File: src/rtl/rf_wb_arbiter_if.sv
// Writeback bus bundle for the register-file write-port arbiter: two writeback
// sources, the source-B issue notification, decode lookups and the write port.
interface rf_wb_arbiter_if #(
  parameter int XLEN = 32
);
  logic            a_valid;
  logic [4:0]      a_addr;
  logic [XLEN-1:0] a_data;
  logic            a_ready;

  logic            b_valid;
  logic [4:0]      b_addr;
  logic [XLEN-1:0] b_data;
  logic            b_ready;

  logic            issue_valid;
  logic [4:0]      issue_addr;

  logic [4:0]      rs1_addr;
  logic [4:0]      rs2_addr;
  logic [4:0]      rd_addr;
  logic            rs1_busy;
  logic            rs2_busy;
  logic            rd_busy;

  logic            wr_en;
  logic [4:0]      wr_addr;
  logic [XLEN-1:0] wr_data;

  // Pipeline / decode side: presents writebacks and lookups, sees grants.
  modport master (
    output a_valid, a_addr, a_data,
    input  a_ready,
    output b_valid, b_addr, b_data,
    input  b_ready,
    output issue_valid, issue_addr,
    output rs1_addr, rs2_addr, rd_addr,
    input  rs1_busy, rs2_busy, rd_busy,
    input  wr_en, wr_addr, wr_data
  );

  // Arbiter side.
  modport slave (
    input  a_valid, a_addr, a_data,
    output a_ready,
    input  b_valid, b_addr, b_data,
    output b_ready,
    input  issue_valid, issue_addr,
    input  rs1_addr, rs2_addr, rd_addr,
    output rs1_busy, rs2_busy, rd_busy,
    output wr_en, wr_addr, wr_data
  );
endinterface

File: src/rtl/rf_wb_arbiter.sv
// Register-file write-port arbiter. Source A (in-order pipeline) has priority;
// source B (long-latency unit) is forced through after STARVE_MAX lost cycles.
// A scoreboard tracks registers with outstanding source-B writes for decode.
module rf_wb_arbiter #(
  parameter int XLEN       = 32,
  parameter int STARVE_MAX = 4
) (
  input  logic           clk,
  input  logic           rst_n,
  rf_wb_arbiter_if.slave wb
);

  localparam int CNT_W = $clog2(STARVE_MAX + 1);
  localparam logic [CNT_W-1:0] CNT_MAX = CNT_W'(STARVE_MAX);

  typedef enum logic {
    NORMAL  = 1'b0,
    FORCE_B = 1'b1
  } state_t;

  state_t          state_q, state_d;
  logic [CNT_W-1:0] cnt_q, cnt_d;
  logic [31:0]     pending_q, pending_d;

  logic            a_ready, b_ready;
  logic            a_hs, b_hs;

  logic            wr_en_p1;
  logic [4:0]      wr_addr_p1;
  logic [XLEN-1:0] wr_data_p1;

  // FSM state and starvation counter registers.
  always_ff @(posedge clk or negedge rst_n) begin
    if (!rst_n) begin
      state_q <= NORMAL;
      cnt_q   <= '0;
    end else begin
      state_q <= state_d;
      cnt_q   <= cnt_d;
    end
  end

  // Grant selection, starvation counting and next-state decision.
  always_comb begin
    state_d = state_q;
    cnt_d   = cnt_q;
    a_ready = 1'b1;
    b_ready = !wb.a_valid;
    if (state_q == FORCE_B) begin
      a_ready = 1'b0;
      b_ready = 1'b1;
    end
    a_hs = wb.a_valid && a_ready;
    b_hs = wb.b_valid && b_ready;

    if (!wb.b_valid || b_hs) begin
      cnt_d = '0;
    end else if (cnt_q != CNT_MAX) begin
      cnt_d = cnt_q + 1'b1;
    end

    unique case (state_q)
      NORMAL:  if (cnt_d == CNT_MAX) state_d = FORCE_B;
      // Either B handshakes here or has dropped valid; both end the force.
      FORCE_B: state_d = NORMAL;
      default: state_d = NORMAL;
    endcase
  end

  // Scoreboard update: B handshake clears, issue sets, set wins, x0 never pends.
  always_comb begin
    pending_d = pending_q;
    if (b_hs) pending_d[wb.b_addr] = 1'b0;
    if (wb.issue_valid && (wb.issue_addr != 5'd0)) pending_d[wb.issue_addr] = 1'b1;
    pending_d[0] = 1'b0;
  end

  // Scoreboard pending-bit register.
  always_ff @(posedge clk or negedge rst_n) begin
    if (!rst_n) pending_q <= '0;
    else        pending_q <= pending_d;
  end

  // Stage p1: register the granted writeback onto the register-file port.
  always_ff @(posedge clk or negedge rst_n) begin
    if (!rst_n) begin
      wr_en_p1   <= 1'b0;
      wr_addr_p1 <= '0;
      wr_data_p1 <= '0;
    end else if (a_hs) begin
      wr_en_p1 <= (wb.a_addr != 5'd0);
      if (wb.a_addr != 5'd0) begin
        wr_addr_p1 <= wb.a_addr;
        wr_data_p1 <= wb.a_data;
      end
    end else if (b_hs) begin
      wr_en_p1 <= (wb.b_addr != 5'd0);
      if (wb.b_addr != 5'd0) begin
        wr_addr_p1 <= wb.b_addr;
        wr_data_p1 <= wb.b_data;
      end
    end else begin
      wr_en_p1 <= 1'b0;
    end
  end

  assign wb.a_ready  = a_ready;
  assign wb.b_ready  = b_ready;
  assign wb.wr_en    = wr_en_p1;
  assign wb.wr_addr  = wr_addr_p1;
  assign wb.wr_data  = wr_data_p1;
  assign wb.rs1_busy = pending_q[wb.rs1_addr];
  assign wb.rs2_busy = pending_q[wb.rs2_addr];
  assign wb.rd_busy  = pending_q[wb.rd_addr];

endmodule

File: src/flat_wrapper.sv
// flat-port wrapper written by rule: the top's interface ports become plain ports
module rf_wb_arbiter_flat 
#(
  parameter int XLEN       = 32,
  parameter int STARVE_MAX = 4
)
  (clk, rst_n, wb_a_valid, wb_a_addr, wb_a_data, wb_a_ready, wb_b_valid, wb_b_addr, wb_b_data, wb_b_ready, wb_issue_valid, wb_issue_addr, wb_rs1_addr, wb_rs2_addr, wb_rd_addr, wb_rs1_busy, wb_rs2_busy, wb_rd_busy, wb_wr_en, wb_wr_addr, wb_wr_data);
  rf_wb_arbiter_if #(.XLEN(XLEN)) wb_i ();
  input  logic clk;
  input  logic rst_n;
  input wire logic [$bits(wb_i.a_valid)-1:0] wb_a_valid;
  input wire logic [$bits(wb_i.a_addr)-1:0] wb_a_addr;
  input wire logic [$bits(wb_i.a_data)-1:0] wb_a_data;
  output wire logic [$bits(wb_i.a_ready)-1:0] wb_a_ready;
  input wire logic [$bits(wb_i.b_valid)-1:0] wb_b_valid;
  input wire logic [$bits(wb_i.b_addr)-1:0] wb_b_addr;
  input wire logic [$bits(wb_i.b_data)-1:0] wb_b_data;
  output wire logic [$bits(wb_i.b_ready)-1:0] wb_b_ready;
  input wire logic [$bits(wb_i.issue_valid)-1:0] wb_issue_valid;
  input wire logic [$bits(wb_i.issue_addr)-1:0] wb_issue_addr;
  input wire logic [$bits(wb_i.rs1_addr)-1:0] wb_rs1_addr;
  input wire logic [$bits(wb_i.rs2_addr)-1:0] wb_rs2_addr;
  input wire logic [$bits(wb_i.rd_addr)-1:0] wb_rd_addr;
  output wire logic [$bits(wb_i.rs1_busy)-1:0] wb_rs1_busy;
  output wire logic [$bits(wb_i.rs2_busy)-1:0] wb_rs2_busy;
  output wire logic [$bits(wb_i.rd_busy)-1:0] wb_rd_busy;
  output wire logic [$bits(wb_i.wr_en)-1:0] wb_wr_en;
  output wire logic [$bits(wb_i.wr_addr)-1:0] wb_wr_addr;
  output wire logic [$bits(wb_i.wr_data)-1:0] wb_wr_data;
  assign wb_i.a_valid = wb_a_valid;
  assign wb_i.a_addr = wb_a_addr;
  assign wb_i.a_data = wb_a_data;
  assign wb_a_ready = wb_i.a_ready;
  assign wb_i.b_valid = wb_b_valid;
  assign wb_i.b_addr = wb_b_addr;
  assign wb_i.b_data = wb_b_data;
  assign wb_b_ready = wb_i.b_ready;
  assign wb_i.issue_valid = wb_issue_valid;
  assign wb_i.issue_addr = wb_issue_addr;
  assign wb_i.rs1_addr = wb_rs1_addr;
  assign wb_i.rs2_addr = wb_rs2_addr;
  assign wb_i.rd_addr = wb_rd_addr;
  assign wb_rs1_busy = wb_i.rs1_busy;
  assign wb_rs2_busy = wb_i.rs2_busy;
  assign wb_rd_busy = wb_i.rd_busy;
  assign wb_wr_en = wb_i.wr_en;
  assign wb_wr_addr = wb_i.wr_addr;
  assign wb_wr_data = wb_i.wr_data;
  rf_wb_arbiter #(.XLEN(XLEN), .STARVE_MAX(STARVE_MAX)) u_core (.clk(clk), .rst_n(rst_n), .wb(wb_i));
endmodule
File: config.mk
export PLATFORM = sky130hd
export DESIGN_NAME = rf_wb_arbiter_flat
export DESIGN_NICKNAME = d
export VERILOG_FILES = /design/src/rtl/rf_wb_arbiter_if.sv /design/src/rtl/rf_wb_arbiter.sv /design/src/flat_wrapper.sv
export SDC_FILE = /design/constraint.sdc
export NUM_CORES = 1
export LEC_CHECK = 0
export ABC_AREA = 1
export BUFFER_PORTS_ARGS = -buffer_cell sky130_fd_sc_hd__buf_2
export CORE_ASPECT_RATIO = 0.8
export CORE_UTILIZATION = 53
export CTS_BUF_LIST = sky130_fd_sc_hd__clkbuf_8
export DETAILED_ROUTE_END_ITERATION = 16
export HOLD_SLACK_MARGIN = 0.15
export PLACE_DENSITY = 0.83
export SYNTH_ARGS = -nofsm -noshare
export SYNTH_HDL_FRONTEND = slang
export SYNTH_SLANG_ARGS = --single-unit
File: constraint.sdc
create_clock -name clk -period 1.8 [get_ports clk]
set_input_delay 0.27 -clock clk [delete_from_list [all_inputs] [get_ports clk]]
set_output_delay 0.27 -clock clk [all_outputs]
set_load 0.02 [all_outputs]
==> impl_metrics.env, run 1 <==
export IMPL_cts_tree="built"
export IMPL_power_frac_clock=0.266
export IMPL_clockBufferDepth=2
export IMPL_fin_crit_ns=1.758
export IMPL_tightest_slew_ns=0.3945
export IMPL_htree_levels=3
export IMPL_setup_worst_path_start_class="flip-flop"
export IMPL_critPathCaptureType="output pin"
export IMPL_path_common_cell="nand2_1"
export IMPL_p_int_mw=3.074
export IMPL_rsz0062_at_grt="yes"
export IMPL_path_cells="inv_2, nand2_2, nand3_2, nand3_1, nand3_1, nand2_1, nand2_1, nand2_1, buf_6"
export IMPL_synthToLayoutAreaGrowth_pct=23.66
export IMPL_yosysTopAreaCell="dfrtp_1"
export IMPL_whs_ns=0.1937
export IMPL_synth_seq_area_share=0.4108
export IMPL_switchingPower_mw=1.845
export IMPL_layout_setup_ws_ns=0.04160
export IMPL_dp_hpwl_um=10220
export IMPL_critPathRequiredTime_ns=1.53
export IMPL_p_per_area_nw_per_um2=894.5
export IMPL_routed_wl_um=13850
export IMPL_grt_pass1_vias=4797
export IMPL_viasPerCell=5.490
export IMPL_drt_iter0_drc=542
export IMPL_drive_above_1_share=0.2512
export IMPL_wire_per_inst_um=15.05
export IMPL_clock_skew_ns=0.01218
export IMPL_die_area_um2=8763
export IMPL_clock_sinks=73
export IMPL_row_count=29
export IMPL_maxCapViolCount=0
export IMPL_yosysWarnings=0
export IMPL_stdcell_count=920
export IMPL_root_buffer="clkbuf_8"
export IMPL_ys_seq_elements=73
export IMPL_numPortBuffers=141
export IMPL_vdd_drop_max_mv=0.4664
export IMPL_synth_area_um2=4447
export IMPL_power_leakage_nw=3.078
export IMPL_path_class="flip-flop to output pin"
export IMPL_clk_latency_ns=0.36
export IMPL_cp_slowest_stage_delay_ns=0.40
export IMPL_num_antenna_cells=0
export IMPL_arrival_ns=1.49
export IMPL_worst_hold_path_type="primary input to flip-flop"
export IMPL_fin_nets=908
export IMPL_final_area_um2=5499
export IMPL_grt_pass1_wl_um=22670
export IMPL_avgSynthCellArea_um2=6.647
export IMPL_status="complete, no violations"
export IMPL_multi_input_area_um2=2310
export IMPL_synth_cells=669
export IMPL_synth_fp_nets=770
export IMPL_slew_headroom=0.7370
export IMPL_max_freq_ghz=0.5687
export IMPL_drc=0
export IMPL_regArea_um2=1834
export IMPL_cts_made_buffers=9
export IMPL_start_util=0.5545
export IMPL_cp_slowest_cell="dfrtp_1"
export IMPL_ys_types=22
export IMPL_synth_top_area_frac=0.4108
export IMPL_fin_util=0.6858
export IMPL_pwr_share_seq=0.455
export IMPL_dp_slack_ns=0.2270
export IMPL_clkTransAtPathRegs_ns=0.09
export IMPL_grt_max_degree=74
export IMPL_antenna_left=0
export IMPL_worst_path_max_fanout=3
export IMPL_hold_viol=0
export IMPL_nFillCells=707
export IMPL_drtPass1Iterations=5
export IMPL_num_vias=5051
export IMPL_grt_util_all_layers=0.3302
export IMPL_min_period_over_period=0.9769
export IMPL_core_um2=8019
export IMPL_final_setup_viol_count=0
export IMPL_netSwitchingFraction=0.3750
export IMPL_io_pins=142
export IMPL_ys_top_cells_by_area="dfrtp_1, nand2_1, nand3_1, o21ai_0, inv_1"
export IMPL_dp_cells=900
export IMPL_grt_overflow=0
export IMPL_die_y_um=83.93
export IMPL_place_area_um2=5207
export IMPL_slew_viol_final=0
export IMPL_comb_power_share=0.279
export IMPL_finalWeightedCongestion=0.9018
export IMPL_antenna_found_initial=0
export IMPL_die_w_um=104.4
per-layer routing:
metal,share of wire,track usage,up-vias
met2,0.45,0.5256,271
li1,-,-,2434
met5,0,0,-
met1,0.42,0.4340,2302
met3,0.097,0.07026,44
met4,0.034,0.1455,0
repair_timing:
item / in CTS / in global routing
setup buffers: 0 / 3
pin swaps: 0 / 3
resized for setup: 5 / 21
hold buffers: 1 / 0
hold endpoints to repair: 73 / 0
setup endpoints to repair: 3 / 3
state kept, by name, summed over array words and instances, names as in the netlist:
name and cells:
u_core.cnt_q 3, u_core.state_q 1, u_core.pending_q 31, u_core.wb.wr_addr 5, u_core.wb.wr_data 32, u_core.wb.wr_en 1
cell type report:
| cell class | instances | area share |
|---|---|---|
| Multi-Input combinational cell | 523 | 0.4200 |
| Sequential cell | 73 | 0.3336 |
| Timing Repair Buffer | 158 | 0.1559 |
| Inverter | 42 | 0.02912 |
| Tap cell | 108 | 0.02457 |
| Clock buffer | 9 | 0.02253 |
| Clock inverter | 7 | 0.01433 |
Yosys cell counts (all sizes together):
library cell  number
a21oi              1
and2               1
buf               27
clkbuf             4
dfrtp             73
ha                 2
inv               42
nand2            308
nand3            131
nand4              1
nor2               6
nor3               2
o21ai             70
xor2               1
cell families (layout without fill, tap and decap cells):
logic type                 after synthesis  count (layout)  synth area share
DFF                                     73              73            0.4108
adders and majority gates                2               2          0.005627
and+or+nand+nor                        449             449            0.4226
buffers and inverters                   73             216           0.07822
AOI/OAI and AO/OA                       71              71           0.08075
xor gates and xnor gates                 1               1          0.001970
layout by cell type, fill, tap and decap left out, drive strengths merged:
cell,count
a21oi,1
and2,1
buf,157
bufinv,1
clkbuf,9
clkinv,2
clkinvlp,1
dfrtp,73
dlygate4sd3,1
ha,2
inv,45
nand2,308
nand3,131
nand4,1
nor2,6
nor3,2
o21ai,70
xor2,1
metrics by stage:
stage | setup TNS (ns) | power (mW)
after CTS | 0 | 4.856
after floorplan | 0 | 2.945
after detailed placement | 0 | 3.543
final | 0 | 4.919
after global routing | -0.1966 | 5.204
after global placement | 0 | 3.512
path summary, 6_finish.rpt:
path	startpoint	slack [ns]	depth (start not counted)	endpoint
worst max-delay path	u_core.pending_q[6]	0.04	9	wb_rs2_busy
worst min-delay path	wb_a_data[12]	0.19	5	u_core.wb.wr_data[12]
worst max register to register	u_core.state_q	0.36	7	u_core.state_q
worst min register to register	u_core.wb.wr_data[18]	0.50	2	u_core.wb.wr_data[18]
max in group asynchronous	rst_n	1.01	3	u_core.cnt_q[2]
min in group asynchronous	rst_n	0.43	3	u_core.wb.wr_data[7]
critical path, delay by kind of cell, from the launching register on:
| kind | cells | cell delay (ns) |
|---|---|---|
| AND/OR/NAND/NOR | 7 | 0.46 |
| flip-flops | 1 | 0.40 |
| buffers and inverters | 2 | 0.27 |
power by group through the flow:
stage	registers, mW	logic [mW]	clock network (mW)
6_report	2.24	1.37	1.31
5_1_grt	2.26	1.54	1.40
4_1_cts	2.22	1.31	1.33
3_5_place_dp	2.24	1.31	0
3_3_place_gp	2.23	1.28	0
2_1_floorplan	2.23	0.718	0
Note: power is estimated with default switching activity, not from simulation.
==> run 2: changes to the inputs <==
- GPL_TIMING_DRIVEN: default -> 0
==> run 2 against run 1 <==
Routed wire length is 7.7% higher. Final cell count grew 0.76%. Sequential share of layout area fell by 0.16 points. Register-to-register slack worse by 0.13 ns. Critical endpoint unchanged. Largest power group unchanged. Highest routed layer unchanged.
==> impl_metrics.env, run 2 (synthesized netlist as in run 1, its figures left out) <==
export IMPL_grt_pass1_wl_um=23860
export IMPL_cp_slowest_stage_delay_ns=0.45
export IMPL_clock_skew_ns=0.009471
export IMPL_clockBufferDepth=2
export IMPL_tightest_slew_ns=0.9352
export IMPL_start_util=0.5545
export IMPL_num_vias=5214
export IMPL_max_freq_ghz=0.5577
export IMPL_fin_crit_ns=1.793
export IMPL_vdd_drop_max_mv=0.4976
export IMPL_critPathCaptureType="output pin"
export IMPL_row_count=29
export IMPL_clock_sinks=73
export IMPL_maxCapViolCount=0
export IMPL_cts_tree="built"
export IMPL_grt_overflow=0
export IMPL_status="complete, no violations"
export IMPL_core_um2=8019
export IMPL_wire_per_inst_um=16.09
export IMPL_path_common_cell="nand2_1"
export IMPL_post_cts_setup_buffer_count=0
export IMPL_rrSetupSlack_ns=0.23
export IMPL_routed_wl_um=14910
export IMPL_final_setup_viol_count=0
export IMPL_io_pins=142
export IMPL_synthToLayoutAreaGrowth_pct=24.85
export IMPL_fin_util=0.6923
export IMPL_cp_slowest_cell="dfrtp_1"
export IMPL_hold_viol=0
export IMPL_root_buffer="clkbuf_8"
export IMPL_grt_pass1_vias=4977
export IMPL_p_per_area_nw_per_um2=921.0
export IMPL_worst_path_max_fanout=4
export IMPL_cts_made_buffers=9
export IMPL_drc=0
export IMPL_r2r_end="u_core.wb.wr_addr[1]"
export IMPL_worst_hold_path_type="primary input to flip-flop"
export IMPL_htree_levels=3
export IMPL_whs_ns=0.2030
export IMPL_grt_util_all_layers=0.3482
export IMPL_power_leakage_nw=3.094
export IMPL_fin_nets=916
export IMPL_setup_worst_path_start_class="flip-flop"
export IMPL_final_common_cell="nand2_1"
export IMPL_slew_headroom=0.3765
export IMPL_die_y_um=83.93
export IMPL_worstHoldStart="wb_a_data[18]"
export IMPL_antenna_found_initial=0
export IMPL_drtPass1Iterations=5
export IMPL_min_to="u_core.wb.wr_data[18]"
export IMPL_numPortBuffers=135
export IMPL_antenna_left=0
export IMPL_die_w_um=104.4
export IMPL_clk_latency_ns=0.36
export IMPL_rsz0062_at_grt="yes"
export IMPL_grt_max_degree=74
export IMPL_reg2reg_from="u_core.state_q"
export IMPL_final_cell_mix="nand2_1, buf_2, nand3_1, o21ai_0, dfrtp_1"
export IMPL_holdPathStages=5
export IMPL_clkTransAtPathRegs_ns=0.08
export IMPL_dp_hpwl_um=10930
export IMPL_critPathRequiredTime_ns=1.53
export IMPL_drt_iter0_drc=642
export IMPL_dp_cells=912
export IMPL_min_period_over_period=0.9962
export IMPL_arrival_ns=1.52
export IMPL_viasPerCell=5.625
export IMPL_slew_viol_final=0
export IMPL_stdcell_count=927
export IMPL_die_area_um2=8763
export IMPL_num_antenna_cells=0
export IMPL_largest_register_ffs=32
export IMPL_finalWeightedCongestion=0.9812
export IMPL_reg2regPathDepth=10
export IMPL_path_class="flip-flop to output pin"
export IMPL_path_cells="nand2_1, nand3_1, nand3_2, nand2_1, nand2_1, nand2_1, nand2_1, nand2_1, buf_4"
export IMPL_drive_above_1_share=0.2601
-- run 2: how the worst max path moves through the flow --
stage	start	end	slack, ns
after floorplan	wb_rd_addr[0]	wb_rd_busy	0.39
after global placement	rst_n	u_core.wb.wr_data[31]	0.08
after detailed placement	wb_rs1_addr[0]	wb_rs1_busy	0.17
after CTS	u_core.pending_q[11]	wb_rs1_busy	0.002
after global routing	u_core.pending_q[25]	wb_rs2_busy	-0.04
final	u_core.pending_q[25]	wb_rs2_busy	0.007
-- run 2: what timing repair did --
item | CTS | global route
setup endpoints to repair | 3 | 4
gates cloned | 0 | 0
hold buffers | 1 | 0
resized for setup | 4 | 28
pin swaps | 0 | 6
hold endpoints to repair | 73 | 0
-- run 2: worst max-delay path: cells and delay by family, from the launching register on --
kind          cells  cell delay [ns]
flops             1             0.45
buf+inv           1             0.15
simple gates      8             0.56
-- run 2: power breakdown --
group	switching, mW	internal [mW]	leakage [nW]
clock	0.626	0.851	0.112
sequential	0.328	1.92	0.877
combinational	0.886	0.498	2.11
-- run 2: routing by layer --
metal / wire [µm] / up-vias / global-route usage / part of all wire
li1: - / 2446 / - / -
met1: 6083 / 2429 / 0.4766 / 0.41
met2: 6825 / 301 / 0.5340 / 0.46
met3: 1662 / 38 / 0.08743 / 0.11
met4: 339 / 0 / 0.1247 / 0.023
met5: 0 / - / 0 / 0
-- run 2: stage by stage --
stage | total power [mW] | setup slack, ns | cell area, µm² | setup TNS, ns
floorplan | 2.945 | 0.3916 | 4447 | 0
global placement | 3.516 | 0.07914 | 5258 | 0
detailed placement | 3.559 | 0.1665 | 5260 | 0
CTS | 5.030 | 0.001826 | 5498 | 0
global route | 5.354 | -0.04383 | 5552 | -0.1230
finish | 5.113 | 0.006869 | 5552 | 0
-- run 2: final cells by class --
| cell class | instances | area (µm²) |
|---|---|---|
| plain buffers | 30 | 186.4 |
| flip-flops and latches | 73 | 1843 |
| fillers | 696 | 2467 |
| well taps | 108 | 135.1 |
| inverters | 42 | 162.7 |
| clock buffers | 11 | 151.4 |
| repair buffers | 136 | 699.4 |
| clock inverters | 4 | 76.32 |
| multi-input cells | 523 | 2297 |
==> run 3: changes to the inputs <==
--- a/config.mk
+++ b/config.mk
@@ -16,2 +16,4 @@
 export PLACE_DENSITY = 0.83
+export REMOVE_ABC_BUFFERS = 1
+export SETUP_SLACK_MARGIN = 0.5
 export SYNTH_ARGS = -nofsm -noshare
--- a/constraint.sdc
+++ b/constraint.sdc
@@ -3,2 +3,2 @@
 set_output_delay 0.27 -clock clk [all_outputs]
-set_load 0.02 [all_outputs]
+set_load 0.005 [all_outputs]
==> run 3 against run 2 <==
Hold slack got worse by 0.011 ns. Clock power rose by 3%. Die area is the same. Highest routed layer unchanged. Sequential share of layout area shrank 5.3 points.
==> impl_metrics.env, run 3 (synthesized netlist as in run 1, its figures left out) <==
export IMPL_status="complete, no violations"
export IMPL_worst_path_max_fanout=3
export IMPL_slew_headroom=0.4466
export IMPL_core_um2=8019
export IMPL_final_setup_viol_count=0
export IMPL_antenna_found_initial=0
export IMPL_path_cells="inv_2, nand2_1, nand3_1, nand3_1, nand3_1, nand2_1, nand2_1, nand2_1, buf_2"
export IMPL_final_common_cell="nand2_1"
export IMPL_drt_iter0_drc=916
export IMPL_antenna_left=0
export IMPL_nFillCells=477
export IMPL_vdd_drop_max_mv=0.6684
export IMPL_worst_hold_path_type="primary input to flip-flop"
export IMPL_cp_slowest_cell="dfrtp_1"
export IMPL_fin_util=0.8263
export IMPL_critPathRequiredTime_ns=1.53
export IMPL_io_pins=142
export IMPL_grt_overflow=0
export IMPL_finalWeightedCongestion=0.9170
export IMPL_dp_cells=887
export IMPL_slew_viol_final=0
export IMPL_power_leakage_nw=3.454
export IMPL_start_util=0.5545
export IMPL_holdPathStages=5
export IMPL_grt_pass1_vias=5720
export IMPL_grt_pass1_wl_um=29720
export IMPL_cts_tree="built"
export IMPL_num_antenna_cells=0
export IMPL_htree_levels=3
export IMPL_critPathCaptureType="output pin"
export IMPL_die_w_um=104.4
export IMPL_root_buffer="clkbuf_8"
export IMPL_max_freq_ghz=0.5624
export IMPL_path_depth=9
export IMPL_arrival_ns=1.51
export IMPL_p_per_area_nw_per_um2=845.8
export IMPL_cts_made_buffers=9
export IMPL_synthToLayoutAreaGrowth_pct=49.02
export IMPL_drive_above_1_share=0.4174
export IMPL_clock_skew_ns=0.01958
export IMPL_clk_latency_ns=0.38
export IMPL_grt_max_degree=74
export IMPL_drc=0
export IMPL_min_to="u_core.wb.wr_data[20]"
export IMPL_fin_nets=949
export IMPL_numPortBuffers=141
export IMPL_place_area_um2=5100
export IMPL_worstHoldStart="wb_a_data[20]"
export IMPL_reg2regPathDepth=10
export IMPL_fin_crit_ns=1.778
export IMPL_setup_worst_path_start_class="flip-flop"
export IMPL_drtPass1Iterations=8
export IMPL_grt_util_all_layers=0.4509
export IMPL_tightest_slew_ns=0.8300
export IMPL_cp_slowest_stage_delay_ns=0.43
export IMPL_clock_sinks=73
export IMPL_final_cell_mix="nand2_1, buf_2, nand3_1, dfrtp_1"
export IMPL_largest_register_ffs=32
export IMPL_path_buf_inv=2
export IMPL_multi_input_area_um2=3060
export IMPL_min_period_over_period=0.9879
export IMPL_clockBufferDepth=2
export IMPL_path_delay_family="simple AND/OR/NAND/NOR gates"
export IMPL_viasPerCell=6.436
export IMPL_final_area_um2=6626
export IMPL_path_common_cell="nand2_1"
export IMPL_dp_hpwl_um=9865
export IMPL_whs_ns=0.1920
export IMPL_routed_wl_um=21170
export IMPL_num_vias=6185
export IMPL_path_class="flip-flop to output pin"
export IMPL_rrSetupSlack_ns=0.23
export IMPL_wire_per_inst_um=22.03
export IMPL_die_area_um2=8763
export IMPL_r2r_end="u_core.wb.wr_addr[0]"
export IMPL_die_y_um=83.93
export IMPL_row_count=29
export IMPL_hold_viol=0
export IMPL_reg2reg_from="u_core.state_q"
export IMPL_maxCapViolCount=0
export IMPL_stdcell_count=961
export IMPL_clkTransAtPathRegs_ns=0.09
export IMPL_regArea_um2=1849
export IMPL_rsz0062_at_grt="yes"
run 3: worst min-delay path, delay by kind of cell:
kind                   cells  cell delay, ns
AND/OR/NAND/NOR            4            0.18
buffers and inverters      1            0.07
run 3: metal layers:
| metal | vias to the layer above | wire length, µm | part of all wire | GRT usage |
|---|---|---|---|---|
| met3 | 204 | 3492 | 0.16 | 0.1756 |
| li1 | 2556 | - | - | - |
| met2 | 651 | 8721 | 0.41 | 0.6641 |
| met1 | 2774 | 7217 | 0.34 | 0.5505 |
| met5 | - | 0 | 0 | 0 |
| met4 | 0 | 1738 | 0.082 | 0.2909 |
run 3: final cells by class:
cell class                 count  area share
clock inverter                 6     0.01341
clock buffer                  10     0.02077
sequential                    73      0.2791
timing repair inverter         2    0.003021
inverter                      42     0.02662
multi-input combinational    538      0.4619
timing repair buffer         182      0.1748
tap                          108     0.02039
run 3: worst max-delay path by stage:
stage	startpoint	end	slack (ns)
after floorplan	u_core.state_q	u_core.wb.wr_addr[0]	-0.68
after global placement	wb_a_valid	u_core.wb.wr_en	-1.62
after detailed placement	wb_a_valid	u_core.wb.wr_data[26]	-1.71
after CTS	u_core.pending_q[17]	wb_rs2_busy	0.07
after global routing	u_core.pending_q[5]	wb_rs1_busy	-0.08
final	u_core.pending_q[6]	wb_rs1_busy	0.02
run 3: repair_timing:
| item | in CTS | in global routing |
|---|---|---|
| gates cloned | 19 | 0 |
| hold buffers | 1 | 0 |
| pin swaps | 64 | 47 |
| buffers inserted | 29 | 9 |
| setup endpoints to repair | 75 | 150 |
| gates resized for setup | 128 | 121 |
| hold endpoints to repair | 73 | 0 |
run 3: metrics by stage:
stage | setup TNS (ns) | setup WS (ns) | total power [mW]
2_1_floorplan | -25.80 | -0.6789 | 2.755
3_3_place_gp | -61.94 | -1.621 | 3.334
3_5_place_dp | -65.67 | -1.710 | 3.380
4_1_cts | 0 | 0.07184 | 5.130
5_1_grt | -0.1550 | -0.08292 | 5.767
6_report | 0 | 0.02175 | 5.604
run 3: report_power, final:
group          internal [mW]  switching, mW
Clock                  0.824          0.709
Combinational          0.679           1.03
Sequential              1.93          0.430
